[src/rtl/parity_frame_tx.sv]
// Serialises DATA_W-bit words LSB first and appends a parity beat to each frame.
// Optional macro PARITY_ODD_EN selects odd parity; the default build uses even parity.
module parity_frame_tx #(
    parameter int DATA_W = 8,
    parameter int CNT_W  = 8
) (
    input  logic              clk,
    input  logic              rst,
    input  logic              in_valid,
    output logic              in_ready,
    input  logic [DATA_W-1:0] in_data,
    output logic              ser_valid,
    input  logic              ser_ready,
    output logic              ser_out,
    output logic              ser_last,
    output logic              par_out,
    output logic [CNT_W-1:0]  frame_cnt,
    output logic              busy
);
    localparam int CW = $clog2(DATA_W);
    localparam logic [CW-1:0] LAST_CNT = CW'(DATA_W - 1);

    typedef enum logic [1:0] {IDLE, SEND, PAR} state_t;

    state_t             state_reg;
    logic [DATA_W-1:0]  shreg_reg;
    logic [CW-1:0]      cnt_reg;
    logic               acc_reg;
    logic               par_reg;
    logic [CNT_W-1:0]   frame_cnt_reg;
    logic               par_bit;
    logic               beat_acc;
    logic               word_acc;

`ifdef PARITY_ODD_EN
    assign par_bit = ~acc_reg;
`else
    assign par_bit = acc_reg;
`endif

    assign ser_valid = (state_reg != IDLE);
    assign ser_last  = (state_reg == PAR);
    assign busy      = (state_reg != IDLE);
    // A new word may enter while the parity beat leaves, so frames run back to back.
    assign in_ready  = (state_reg == IDLE) | ((state_reg == PAR) & ser_ready);
    assign beat_acc  = ser_valid & ser_ready;
    assign word_acc  = in_valid & in_ready;
    assign par_out   = par_reg;
    assign frame_cnt = frame_cnt_reg;

    always_comb begin
        ser_out = 1'b0;
        case (state_reg)
            SEND:    ser_out = shreg_reg[0];
            PAR:     ser_out = par_bit;
            default: ser_out = 1'b0;
        endcase
    end

    always_ff @(posedge clk or posedge rst) begin
        if (rst) begin
            state_reg     <= IDLE;
            shreg_reg     <= '0;
            cnt_reg       <= '0;
            acc_reg       <= 1'b0;
            par_reg       <= 1'b0;
            frame_cnt_reg <= '0;
        end else begin
            case (state_reg)
                IDLE: begin
                    if (word_acc) begin
                        shreg_reg <= in_data;
                        cnt_reg   <= '0;
                        acc_reg   <= 1'b0;
                        state_reg <= SEND;
                    end
                end
                SEND: begin
                    if (beat_acc) begin
                        acc_reg   <= acc_reg ^ shreg_reg[0];
                        shreg_reg <= shreg_reg >> 1;
                        cnt_reg   <= cnt_reg + 1'b1;
                        if (cnt_reg == LAST_CNT)
                            state_reg <= PAR;
                    end
                end
                PAR: begin
                    if (beat_acc) begin
                        par_reg       <= par_bit;
                        frame_cnt_reg <= frame_cnt_reg + 1'b1;
                        if (word_acc) begin
                            shreg_reg <= in_data;
                            cnt_reg   <= '0;
                            acc_reg   <= 1'b0;
                            state_reg <= SEND;
                        end else begin
                            state_reg <= IDLE;
                        end
                    end
                end
                default: state_reg <= IDLE;
            endcase
        end
    end
endmodule

[config.mk]
export PLATFORM = sky130hd
export DESIGN_NAME = parity_frame_tx
export DESIGN_NICKNAME = d
export VERILOG_FILES = /design/src/rtl/parity_frame_tx.sv
export SDC_FILE = /design/constraint.sdc
export NUM_CORES = 1
export LEC_CHECK = 0
export ABC_AREA = 0
export CORE_AREA = 4 4 59 61
export DETAILED_ROUTE_END_ITERATION = 8
export DIE_AREA = 0 0 63 65
export PLACE_DENSITY = 0.71
export SYNTH_ARGS = -nofsm -noshare
export SYNTH_HDL_FRONTEND = slang
export SYNTH_SLANG_ARGS = --single-unit
[constraint.sdc]
create_clock -name clk -period 1.9 [get_ports clk]
set_clock_uncertainty 0.2 [all_clocks]
set_input_delay 0.38 -clock clk [delete_from_list [all_inputs] [get_ports clk]]
set_output_delay 0.38 -clock clk [all_outputs]
set_load 0.02 [all_outputs]
==> out/results.ini, run 1 <==
[run_status]
status = finished, violations left
violations = setup timing

[power]
p_per_area_mw_per_mm2 = 1640
p_leak_nw = 0.885
vdd_drop_max_uv = 688

[sta]
period_needed_ps = 2020
fmax_ghz = 0.496
rsz0062_at_grt = yes
worst_slew_pin_slew_ps = 315
setup_violations = 15
final_max_slew_viol_count = 0
finalWorstSetupSlack_ps = -118
finalCritPeriodShare = 1.06
hold_viol_final = 0
relSlewSlack = 0.790

[place]
placed_cells = 179
dp_hpwl_mm = 1.83
place_area_mm2 = 0.00173
place.gp.congestion = 0.920
io_buffers = 25
post-place-ws_ps = -367

[hold_path]
hp-class = input pin to async pin

[synth]
yosysMostFrequentCell = dfrtp_1
synth_flop_cell = dfrtp_1
synth_cell_type_count = 30
synth_edf_count = 0
netlist_top_cells_area = dfrtp_1 45%, mux2_2 11%, mux2_4 8.3%
synthTopCellsByCount = 23 x dfrtp_1, 12 x mux2_2, 8 x inv_1, 7 x ha_1, 7 x mux2_4
yosysWarningCount = 0
synth_area_mm2 = 0.00127
ys_ff_latch = 23
netlist.top_cell.by_area = dfrtp_1
avgSynthCellArea_um2 = 12.1
synth_top_area_frac = 0.454
async_reset_ff_frac = 1.00
synth_cells = 105
synth_fp_nets = 124
synth-seq-area-share = 0.454

[setup_path]
worstSetupPathType = flip-flop to flip-flop
reg2reg_slack_ps = -120
critPathMaxFanout = 5
cp_cell_sequence = buf_6 -> and2b_2 -> a21oi_4 -> o32ai_4 -> clkbuf_16 -> mux2_4
required_ps = 1910
reg2reg_from = state_reg[1]$_DFFE_PP0P_
crit_path_start_kind = flip-flop
max_stage_delay_ps = 430
crit_family = flip-flops
cp.arrival_ps = 2030
critPathLaunch = state_reg[1]$_DFFE_PP0P_
critPathSlowestCell = dfrtp_1
end_kind = flip-flop
timing.critical_path.buf_inv = 2
r2r_cells = 6
r2r_end = cnt_reg[0]$_DFFE_PP0P_

[floorplan]
fp.dieW_um = 63
start_util = 0.426
num_rows = 20
die_y_um = 65
ioPinCount = 26
coreArea_mm2 = 0.00298
die-area_mm2 = 0.00410

[clock_network]
clk_pin_slew_worst_paths_ps = 140
root_buffer = clkbuf_4
cts_inserted_buffers = 3
clk_latency_ps = 310
cts.sinks = 23
ctsLongestPathBuffers = 2
tritoncts = done
cts_hold_buf = 0
htree_levels = 1

[grt]
first_global_vias = 983
grt_max_degree = 24
track_usage = 0.140
grt.overflow.total = 0
grt_antenna_before_repair = 0
grt_first_pass_wirelength_mm = 4.62

[finish]
final_area_mm2 = 0.00188
antennaDiodeCount = 0
n_fill_cell = 243
drive_above_1_share = 0.447
finalNonFillerCells = 185
syn_to_final_growth_pct = 48.6
nets = 172

[job]
maxCapViolCount = 0

[detailed_routing]
wirelength_mm = 2.63
vias_per_cell = 5.04
drc = 0
wire_per_inst_um = 14.2
antenna_left = 0
drtPass1Iterations = 2
drtIter0Drc = 35
via_count = 932

==> per-layer routing <==
metal  vias to the layer above  part of all wire  GRT usage
li1                        454                 -          -
met1                       452              0.44      0.168
met2                        24              0.50      0.252
met3                         2             0.059     0.0364
met4                         0            0.0057     0.0248
met5                         -                 0          0
==> where the power goes <==
part / switching [mW] / leakage, nW / internal (mW)
combinational: 0.831 / 0.578 / 1.20
sequential: 0.144 / 0.290 / 0.677
clock: 0.158 / 0.0177 / 0.0786
total: 1.13 / 0.885 / 1.96
==> worst register-to-register path: cells and delay by family, from the launching register on <==
family	cells	cell delay [ps]
mux	1	290
simple gates	1	260
buf+inv	2	350
flops	1	430
compound gates	2	390
==> placed cells by master, fill, tap and decap left out, types with 2 or more instances in the layout <==
master,count
dfrtp_1,22
buf_4,14
clkdlybuf4s50_1,11
mux2_2,10
buf_6,10
mux2_4,9
dlygate4sd2_1,8
inv_1,6
nand2_1,6
xnor2_1,4
ha_1,4
nor2b_1,3
nand4_1,3
nand3_1,3
ha_4,3
clkbuf_4,3
o22ai_1,2
nor2_1,2
xor2_1,2
a21oi_4,2
mux2i_1,2
==> how the worst max path moves through the flow <==
| stage | end | slack, ps | depth (start not counted) |
|---|---|---|---|
| after floorplan | cnt_reg[0]$_DFFE_PP0P_ | 4 | 6 |
| after CTS | shreg_reg[4]$_DFFE_PP0P_ | -120 | 5 |
| after detailed placement | shreg_reg[6]$_DFFE_PP0P_ | -370 | 6 |
| after global routing | cnt_reg[0]$_DFFE_PP0P_ | -170 | 6 |
| after global placement | shreg_reg[6]$_DFFE_PP0P_ | -350 | 6 |
| final | cnt_reg[0]$_DFFE_PP0P_ | -120 | 6 |
==> through the flow <==
step	total power, mW	setup TNS [ps]	utilization	hold WS (ps)
floorplan	2.00	0	-	182
global placement	2.56	-5190	0.580	262
detailed placement	2.59	-5430	0.580	261
CTS	3.04	-1400	0.611	190
global route	3.32	-2330	0.632	241
finish	3.09	-1080	0.632	191
==> cell families after synthesis <==
logic type | after synthesis | share of synthesized area
AND/OR/NAND/NOR | 24 | 0.102
adder cells (fa/ha/maj) | 7 | 0.0691
flip-flops | 23 | 0.454
buffers and inverters | 13 | 0.0494
XOR/XNOR | 7 | 0.0484
AO/OA/AOI/OAI | 10 | 0.0721
multiplexers | 21 | 0.205
==> timing repair <==
| action | CTS | global route |
|---|---|---|
| setup endpoints to repair | 28 | 22 |
| hold endpoints to repair | 0 | 0 |
| pin swaps | 2 | 5 |
| gates cloned | 1 | 0 |
| setup buffers | 1 | 1 |
| gates resized for setup | 47 | 15 |
==> cell type report <==
| cell class | instances | area (um^2) | share of cell area |
|---|---|---|---|
| multi-input combinational | 69 | 729 | 0.387 |
| inverter | 8 | 32.5 | 0.0173 |
| tap | 33 | 41.3 | 0.0219 |
| sequential | 23 | 577 | 0.306 |
| clock inverter | 1 | 5.00 | 0.00266 |
| clock buffer | 3 | 22.5 | 0.0120 |
| timing repair buffer | 48 | 475 | 0.252 |
(Power assumes the default switching activity.)
==> inputs of run 2 (changes only) <==
HOLD_SLACK_MARGIN = 0.15   (was not set)
==> results of run 2 <==
No change in the layout: final DEF, timing and power equal those of run 1.
